--- config.mk ---
export PLATFORM = sky130hd
export DESIGN_NAME = matrix_bank_loader
export DESIGN_NICKNAME = d
export VERILOG_FILES = /design/src/rtl/matrix_bank_loader.sv
export SDC_FILE = /design/constraint.sdc
export NUM_CORES = 1
export LEC_CHECK = 0
export ABC_AREA = 0
export CAP_MARGIN = 40
export CORE_UTILIZATION = 40
export CTS_CLUSTER_SIZE = 10
export DETAILED_ROUTE_END_ITERATION = 10
export PLACE_DENSITY = 0.74
export SLEW_MARGIN = 25
export SYNTH_ARGS = -nofsm -noshare
export SYNTH_HDL_FRONTEND = slang
export SYNTH_SLANG_ARGS = --single-unit
export TNS_END_PERCENT = 30
--- constraint.sdc ---
create_clock -name clk -period 4.89 [get_ports clk]
set_input_delay 0.489 -clock clk [delete_from_list [all_inputs] [get_ports clk]]
set_output_delay 0.489 -clock clk [all_outputs]
set_load 0.01 [all_outputs]
--- src/rtl/matrix_bank_loader.sv ---
// Streams value1/value2 word pairs into NUM_MAT dual-port matrix RAMs, filling banks in order.
// Optional running checksum of accepted beats is built when LOADER_CHECKSUM_EN is defined.
module matrix_bank_loader #(
  parameter int DATA_W  = 32,
  parameter int ADDR_W  = 14,
  parameter int NUM_MAT = 3
) (
  input  logic                          clk,
  input  logic                          reset,
  input  logic                          start,
  input  logic [NUM_MAT*(ADDR_W-1)-1:0] len_pairs,
  input  logic                          in_valid,
  output logic                          in_ready,
  input  logic [DATA_W-1:0]             value1,
  input  logic [DATA_W-1:0]             value2,
  output logic [ADDR_W-1:0]             addr_a,
  output logic [ADDR_W-1:0]             addr_b,
  output logic [DATA_W-1:0]             din_a,
  output logic [DATA_W-1:0]             din_b,
  output logic [NUM_MAT-1:0]            en,
  output logic [NUM_MAT-1:0]            we_a,
  output logic [NUM_MAT-1:0]            we_b,
  output logic [2:0]                    bank_idx,
  output logic                          busy,
  output logic                          done,
  output logic [DATA_W-1:0]             checksum
);

  localparam int LW = ADDR_W - 1;

  typedef enum logic [1:0] {IDLE, LOAD, DONE} state_t;

  state_t              state;
  logic [NUM_MAT*LW-1:0] lens_q;
  logic [LW-1:0]       k;
  logic [LW-1:0]       cur_len;
  logic [NUM_MAT-1:0]  bank_onehot;
  logic                accept;
  logic [3:0]          start_bank;
  logic [3:0]          next_bank;

  // Lowest-numbered bank at or above 'from' with a nonzero length, as {found, index}.
  function automatic logic [3:0] find_bank(input logic [NUM_MAT*LW-1:0] l, input int from);
    find_bank = '0;
    for (int i = NUM_MAT - 1; i >= 0; i--) begin
      if (i >= from && l[i*LW +: LW] != '0) begin
        find_bank = {1'b1, 3'(i)};
      end
    end
  endfunction

  assign busy        = (state == LOAD);
  assign in_ready    = busy;
  assign accept      = in_valid & busy;
  assign bank_onehot = NUM_MAT'(1) << bank_idx;
  assign start_bank  = find_bank(len_pairs, 0);
  assign next_bank   = find_bank(lens_q, int'(bank_idx) + 1);

  always_comb begin
    cur_len = '0;
    for (int i = 0; i < NUM_MAT; i++) begin
      if (bank_idx == 3'(i)) begin
        cur_len = lens_q[i*LW +: LW];
      end
    end
  end

  // Zero-length banks are skipped when choosing the next bank, so the last beat of one
  // bank and the first beat of the next land on consecutive edges.
  always_ff @(posedge clk) begin
    if (reset) begin
      state    <= IDLE;
      lens_q   <= '0;
      k        <= '0;
      bank_idx <= '0;
      addr_a   <= '0;
      addr_b   <= '0;
      din_a    <= '0;
      din_b    <= '0;
      en       <= '0;
      we_a     <= '0;
      we_b     <= '0;
      done     <= 1'b0;
    end else begin
      en   <= '0;
      we_a <= '0;
      we_b <= '0;
      case (state)
        IDLE, DONE: begin
          if (start) begin
            lens_q   <= len_pairs;
            k        <= '0;
            done     <= 1'b0;
            bank_idx <= start_bank[2:0];
            state    <= start_bank[3] ? LOAD : DONE;
          end else if (state == DONE) begin
            done <= 1'b1;
          end
        end
        LOAD: begin
          if (accept) begin
            en     <= bank_onehot;
            we_a   <= bank_onehot;
            we_b   <= bank_onehot;
            addr_a <= {k, 1'b0};
            addr_b <= {k, 1'b1};
            din_a  <= value1;
            din_b  <= value2;
            if (k == cur_len - LW'(1)) begin
              k <= '0;
              if (next_bank[3]) begin
                bank_idx <= next_bank[2:0];
              end else begin
                state <= DONE;
              end
            end else begin
              k <= k + LW'(1);
            end
          end
        end
        default: state <= IDLE;
      endcase
    end
  end

`ifdef LOADER_CHECKSUM_EN
  always_ff @(posedge clk) begin
    if (reset) begin
      checksum <= '0;
    end else if (start && state != LOAD) begin
      checksum <= '0;
    end else if (accept) begin
      checksum <= checksum + value1 + value2;
    end
  end
`else
  assign checksum = '0;
`endif

endmodule

-- Word-level counts from Yosys, hierarchy flattened
Index checks and enable logic that the tools add are counted.
- flip-flop bits (word level): 152
- latch bits: 0
- RAM bits: 0
- bits in read-only memories: 0
- input port bits: 107
- output and inout port bits: 139
- word-level logic and storage cells: 77
- memories kept: 0
- $add $sub $neg: 3
- $mul: 0
- divide/modulo/power cells: 0
- magnitude comparators: 3
- eq/ne operators: 10
- shift operators: 1
- muxes and demuxes: 26
- bitwise gates (word level): 3
- reductions and logical operators: 21
- operator list (kind ; number):
    $mux W13 ; 6
    $reduce_bool A13 Y1 ; 6
    $pmux W13 S2 ; 1
    $mux W4 ; 6
    $add A13 B1 Y13 const B ; 1
    $eq A13 B13 Y1 ; 1
    $sub A13 B1 Y13 const B ; 1
    $mux W3 ; 4
    $mux W2 ; 5
    $ge A1 B4 Y1 const A ; 2
    $ne A2 B1 Y1 const B ; 3
    $pmux W3 S2 ; 1
    $reduce_and A2 Y1 ; 3
    $reduce_and A5 Y1 ; 1
    $add A3 B1 Y4 const B ; 1
    $ge A2 B4 Y1 const A ; 1
    $ne A2 B2 Y1 const B ; 2
    $pmux W2 S2 ; 1
    $reduce_and A4 Y1 ; 1
    $reduce_bool A2 Y1 ; 2
    $eq A3 B1 Y1 const B ; 1
    $eq A3 B2 Y1 const B ; 1
    $logic_and A1 B1 Y1 ; 3
    $logic_not A3 Y1 ; 1
    other kinds (10) ; 12

-- Longest topological paths before layout
Gate-level depths: netlist (run 1).
- depth after elaboration: 10
- depth in mapped cells: 14
- depth with buffers taken out: 12

-- Worst setup path after synthesis (run 1)
Ideal clock, no wire load.
- path kind: flip-flop to flip-flop
- start point: register bank_idx[0]
- end point: register state[1]
- setup time: 0.070 ns
- arrival: 3.027 ns
- data required time: 4.820 ns
- slack: 1.793 ns
- stages on the path, launching flop included: 14
- buffers on the path: 1
- period minus slack after synthesis: 3.097 ns
- cell sequence: dfxtp_1 -> buf_6 -> mux2i_1 -> o2bb2ai_1 -> inv_1 -> ha_1 -> o211ai_1 -> nor2_1 -> nand4_1 -> mux2_1 -> a31oi_1 -> o2111ai_2 -> or4_1 -> a21oi_1
- word-level cells in the longest chain between the ends: 8
- elaborated cells between the ends (all ways): 21
- classes of those cells: 2 x add/sub; 3 x order compare; 5 x eq/ne; 6 x mux; 5 x reduce/logical
- RTL lines (item ; RTL line ; source):
    start, declared ; 23 ; output logic [2:0] bank_idx,
    start signal, assigned ; 94 ; bank_idx <= start_bank[2:0];
    start signal, assigned ; 112 ; bank_idx <= next_bank[2:0];
    $logic_not A3 Y1 / $add A3 B1 Y4 (equally long branches) ; 62, 57 ;
    $mux W13 / $ge A2 B4 Y1 (equally long branches) ; 62, 46 ;
    $mux W13 / $logic_and A1 B1 Y1 (equally long branches) ; 62, 46 ;
    $mux W13 / $mux W4 (equally long branches) ; 62, 46 ;
    $sub A13 B1 Y13 / $mux W4 (equally long branches) ; 109, 46 ;
    $eq A13 B13 Y1 / $mux W4 (equally long branches) ; 109, 46 ;
    $ne A2 B1 Y1 (no line) / $ne A2 B2 Y1 (equally long branches) ; n/a ;
    $reduce_and A4 Y1 (no line) * ; n/a ;
    end signal, assigned ; 95 ; state <= start_bank[3] ? LOAD : DONE;
    end, declared ; 33 ; state_t state;
Mark *: on every way between the ends. The rest lies on a longest branch, timed or not.
A chain may end at the register's enable or synchronous reset.

-- Final worst setup path (run 1)
- start point: register bank_idx[0]
- end point: register k[9]
- word-level cells in the longest chain between the ends: 9
- elaborated cells between the ends (all ways): 11
- classes of those cells: 1 x add/sub; 3 x eq/ne; 6 x mux; 1 x reduce/logical
- RTL lines (item ; RTL line ; source):
    $logic_not A3 Y1 ; 62 ; if (bank_idx == 3'(i)) begin
    $mux W13 (2 in series) ; 62 ;
    $mux W13 * ; 62 ;
    $sub A13 B1 Y13 * ; 109 ; if (k == cur_len - LW'(1)) begin
    $eq A13 B13 Y1 * ; 109 ;
    $mux W13 * ; 109 ;
    $mux W13 * ; 101 ; if (accept) begin
    $pmux W13 S2 * ; 88 ; case (state)
    end signal, assigned ; 117 ; k <= k + LW'(1);
    end, declared ; 35 ; logic [LW-1:0] k;
Mark *: on every way between the ends. The rest lies on a longest branch, timed or not. The select of a mux whose other input is x is not followed.

==> results.tsv, run 1 <==
metric	value	unit
outcome	complete, no violations	
synth_seq_area_share	43.5	%
cp-end-kind	flip-flop	
drc	0	
post_synth_num_cell_types	58	
ios	246	
crit_family	compound AO/OA/AOI/OAI gates	
cp.required	5170	ps
synth_seq_cells	138	
fp-row-count	45	
cp_num_buf_inv	3	
synth_area_leaders	dfxtp_1 44%, nand2_1 15%, a21oi_1 9.7%	
antenna_found_initial	0	
tns	0	ps
post-cts-setup-buffers	0	
drv_slew	0	
synth_top_area_cell	dfxtp_1	
clockBufferDepth	2	
whs	450	ps
place_inst	1162	
cpPeakStageDelay	370	ps
clock_sinks	138	
hold_path.class	reg2reg	
dp_hpwl	12300	µm
power.density	329	mW/mm²
wl_per_cell	14.3	µm
start_kind	flip-flop	
globalplace.congestion	0.858	
insertion_delay	420	ps
slew_headroom	43.8	%
area_growth	40.4	%
numCtsBuffers	17	
postCtsHoldBufs	0	
root_buffer	clkbuf_16	
utilization	58.0	%
critical_path_arrival	3840	ps
setup_viol	0	
ant_nets	0	
path_class	reg2reg	
track_usage	20.9	%
die-area	0.0164	mm²
layout-drive-gt1-share	6.19	%
max_freq	281	MHz
crit_path_cell_trace	buf_4 > mux2i_1 > o2bb2ai_1 > inv_1 > ha_1 > o211ai_1 > nor2_1 > nand4_1 > mux2_1 > a31oi_1 > o2111ai_2 > a21oi_1 > clkbuf_4 > nor3_1	
initial_core_util	41.3	%
cap_viol_max_count	0	
cts_tree	done	
die_w	128	µm
critPathSlowestCell	nor2_1	
ctsHtreeMaxLevel	4	
fill_cells	1393	
drtIter0Drc	336	
syn_avg_cell_area	7.88	µm²
dieHeight	128	µm
syn_area	0.00635	mm²
core-area	0.0154	mm²
portBuffers	211	
leakage	3.16	nW
grt_max_degree	82	
finalNonFillerCells	1196	
rsz0062_at_grt	false	
vias_per_cell	4.88	
firstDrtPassIters	5	
diodes	0	
yosys_warnings	0	
place_area	0.00830	mm²
wl	17100	µm
vias	5841	
crit_fanout	21	
layout_min_cycle_time	3560	ps
grt-ovfl-total	0	
async_flop_share	0	%
clkTransAtPathRegs	60	ps
hold_viol	0	
nNetsFinal	1081	
tightest_slew	835	ps
final.period_utilization	72.8	%
grt_pass1_vias	5141	
post_cts_resized	0	
synth_edf_count	0	
irDropWorstVdd	348	µV
final_area	0.00891	mm²
synth_top_area_share	43.5	%
skew	7.12	ps
grt_pass1_wl	26600	µm
synth_top_flop_cell	dfxtp_1	
syn_inst	806	
[report_power, final]
group | switching (mW) | total, mW | internal [mW] | leakage (nW)
clock network | 0.484 | 1.26 | 0.777 | 0.273
registers | 0.0349 | 1.21 | 1.18 | 1.12
logic | 0.238 | 0.457 | 0.219 | 1.76
[worst paths after layout]
| path | start | cells past startpoint | slack (ps) | end |
|---|---|---|---|---|
| setup reg to reg | bank_idx[0]$_SDFFE_PP0P_ | 14 | 1330 | k[9]$_SDFFE_PP0P_ |
| hold reg to reg | din_a[13]$_SDFFE_PP0P_ | 2 | 450 | din_a[13]$_SDFFE_PP0P_ |
| hold / removal | din_a[13]$_SDFFE_PP0P_ | 2 | 450 | din_a[13]$_SDFFE_PP0P_ |
| setup / recovery | bank_idx[0]$_SDFFE_PP0P_ | 14 | 1330 | k[9]$_SDFFE_PP0P_ |
[per-layer routing]
metal / part of all wire [%] / GRT usage (%) / routed length [µm] / up-vias
met4: 1.8 / 7.13 / 306 / 0
met1: 45 / 27.0 / 7720 / 2704
met2: 48 / 33.7 / 8230 / 164
met5: 0 / 0 / 0 / -
li1: - / - / - / 2953
met3: 5.1 / 5.76 / 871 / 20
[kinds of logic after synthesis]
logic type      Yosys count  synth area share (%)
xor+xnor                 24                  3.43
other cells               1                0.0591
mux                      17                  2.86
simple gates            349                  23.7
flops                   138                  43.5
compound gates          160                  15.5
buf+inv                 115                  10.5
fa+ha+maj                 2                 0.394
[registers in the layout, indices dropped and copies added (netlist names)]
signal    flops
din_a        32
bank_idx      2
state         2
addr_b       14
done          1
din_b        32
k            13
we_b          3
lens_q       39
[worst min-delay path, delay by kind of cell (launching register included)]
| kind | cells | cell delay, ps |
|---|---|---|
| compound gates | 1 | 50 |
| simple gates | 1 | 50 |
| flops | 1 | 300 |
[cell usage in the layout, fill, tap and decap left out, types with 4 or more instances in the layout]
cell type and n:
and3_1 4, buf_4 8, conb_1 34, nand4_1 8, or4_1 4, dfxtp_1 138, a21oi_1 123, mux2i_1 13
nand2b_1 4, o2bb2ai_2 5, nand3_1 8, nor3_1 18, nor2_1 26, clkinvlp_4 4, clkdlybuf4s50_1 210, nand2_1 248
inv_1 7, xor2_1 14, nor4_1 14, clkbuf_16 17, xnor2_1 9, o2bb2ai_1 4, a31oi_1 7
[cell type report]
cell class	instances	area (µm²)	area share, %
clock buffer	22	464	5.21
clock inverter	10	118	1.32
inverter	8	30.0	0.337
multi-input combinational	586	3050	34.2
sequential	138	2760	31.0
tap	211	264	2.96
timing repair buffer	221	2220	25.0
[Yosys cell counts, types with 4 or more instances]
master,n
xor2_1,14
o2bb2ai_2,5
nand2_1,249
clkbuf_1,45
inv_1,7
nand2b_1,4
nand3_1,8
or4_1,4
and3_1,4
nor2_1,26
nor3_1,18
nand4_1,8
buf_4,56
nor4_1,14
xnor2_1,9
dfxtp_1,138
mux2i_1,13
o2bb2ai_1,4
a31oi_1,7
a21oi_1,123
[per-stage QoR]
step / power [mW] / worst slack [ps]
after floorplan: 1.50 / 1790
after global placement: 1.68 / 1260
after detailed placement: 1.68 / 1120
after CTS: 2.94 / 1130
after global routing: 3.05 / 984
final: 2.93 / 1330
(Power assumes the default switching activity.)
==> run 2, diff against run 1 <==
- PLACE_DENSITY: 0.74 -> 0.77
- clock period: 4.89 -> 3.05 ns (I/O delays scaled with it)
==> results.tsv, run 2 (synthesis results as in run 1) <==
metric	value	unit
fp-row-count	45	
core-area	0.0154	mm²
clock_sinks	138	
start_kind	flip-flop	
clockBufferDepth	2	
clkPwrFrac	42.9	%
seq_power_share	41.2	%
irDropWorstVdd	410	µV
insertion_delay	420	ps
swShare	25.2	%
regMostFlops	lens_q	
drc	0	
tns	0	ps
max_freq	345	MHz
cap_viol_max_count	0	
finalNonFillerCells	1204	
dp_hpwl	12600	µm
dieHeight	128	µm
outcome	complete, no violations	
grt_max_degree	90	
area_growth	42.7	%
cts_tree	done	
final.period_utilization	94.9	%
p_comb_share	15.9	%
path_class	reg2reg	
power.density	521	mW/mm²
numCtsBuffers	17	
layout-drive-gt1-share	7.85	%
largest_reg_flops	39	
ant_nets	0	
final_common_cell	nand2_1	
ctsHtreeMaxLevel	4	
vias	5947	
initial_core_util	41.3	%
cp-end-kind	flip-flop	
utilization	58.9	%
final_cell_mix	248 x nand2_1, 210 x clkdlybuf4s50_1, 137 x dfxtp_1	
hold_viol	0	
track_usage	21.4	%
fill_cells	1393	
leakage	3.24	nW
cpPeakStageDelay	490	ps
grt-ovfl-total	0	
hold_path.class	in2reg	
grt_pass1_vias	5494	
drtIter0Drc	359	
layout_min_cycle_time	2900	ps
drv_slew	0	
place_inst	1173	
intPower	3.53	mW
wl	17500	µm
grt_pass1_wl	27500	µm
skew	5.56	ps
crit_fanout	7	
firstDrtPassIters	5	
tightest_slew	798	ps
root_buffer	clkbuf_16	
diodes	0	
crit_path_cell_trace	and2b_4 > o2bb2ai_1 > inv_1 > ha_4 > o211ai_1 > nor2_2 > nand3_1 > mux2i_1 > a2111oi_4 > o2111ai_2 > or4_1 > a21oi_1	
cp.required	3400	ps
switching_power	1.19	mW
portBuffers	211	
nNetsFinal	1091	
setup_viol	0	
reg.largest.list	lens_q: 39 flops, din_a: 32 flops, din_b: 32 flops	
globalplace.congestion	0.853	
post-cts-setup-buffers	0	
critical_path_arrival	3240	ps
clkTransAtPathRegs	60	ps
vias_per_cell	4.94	
die-area	0.0164	mm²
slew_headroom	46.8	%
power	4.72	mW
ios	246	
critPathSlowestCell	or4_1	
wl_per_cell	14.5	µm
antenna_found_initial	0	
die_w	128	µm
[run 2: changes by cell type in the layout (fill, tap and decap cells not counted), moves of 2 or more]
| cell | change |
|---|---|
| buf_12 | +3 |
| clkbuf_8 | +2 |
| buf_4 | +9 |
| clkinvlp_4 | -3 |
[run 2: per-layer routing]
| metal | up-vias | share of wire (%) | GRT usage, % |
|---|---|---|---|
| li1 | 2969 | - | - |
| met1 | 2765 | 42 | 26.3 |
| met2 | 187 | 50 | 36.4 |
| met3 | 26 | 5.7 | 4.80 |
| met4 | 0 | 2.1 | 8.17 |
| met5 | - | 0 | 0 |
[run 2: path summary, 6_finish.rpt]
path         cells after the start  slack [ps]                    end                      from
max reg2reg                     12         150  state[1]$_SDFFE_PP0P_  bank_idx[0]$_SDFFE_PP0P_
min                              2         410  din_b[0]$_SDFFE_PP0P_                     reset
min reg2reg                      2         450  din_b[5]$_SDFFE_PP0P_     din_b[5]$_SDFFE_PP0P_
max                             12         150  state[1]$_SDFFE_PP0P_  bank_idx[0]$_SDFFE_PP0P_
[run 2: final cells by class]
class	instances	area [µm²]	area share (%)
Timing Repair Buffer	231	2320	25.6
Sequential cell	138	2770	30.5
Clock buffer	23	488	5.39
Clock inverter	7	91.3	1.01
Tap cell	211	264	2.91
Inverter	8	30.0	0.331
Multi-Input combinational cell	586	3100	34.3
[run 2: critical path, delay by kind of cell (launching register included)]
family	cells	cell delay [ps]
multiplexers	1	170
AO/OA/AOI/OAI	5	890
AND/OR/NAND/NOR	4	1130
buffers and inverters	1	110
flip-flops	1	370
adder cells (fa/ha/maj)	1	150
[run 2: power groups by stage]
| stage | registers [mW] | clock network (mW) | logic, mW |
|---|---|---|---|
| final | 1.95 | 2.02 | 0.752 |
| after CTS | 1.94 | 2.06 | 0.736 |
| after global placement | 1.98 | 0 | 0.724 |
| after global routing | 1.95 | 2.14 | 0.825 |
| after detailed placement | 1.98 | 0 | 0.730 |
| after floorplan | 1.99 | 0 | 0.418 |
[run 2: timing repair]
item | CTS | global route
gates cloned | 0 | 0
resized for setup | 2 | 8
setup endpoints to repair | 1 | 6
pin swaps | 1 | 7
hold buffers | 0 | 0
[run 2: through the flow]
step	hold slack (ps)	cell area (µm²)	setup WS, ps
CTS	398	8990	43.8
global route	429	9060	-6.14
detailed placement	446	8400	-9.93
finish	410	9060	155
floorplan	436	6480	9.89
global placement	441	8400	90.1
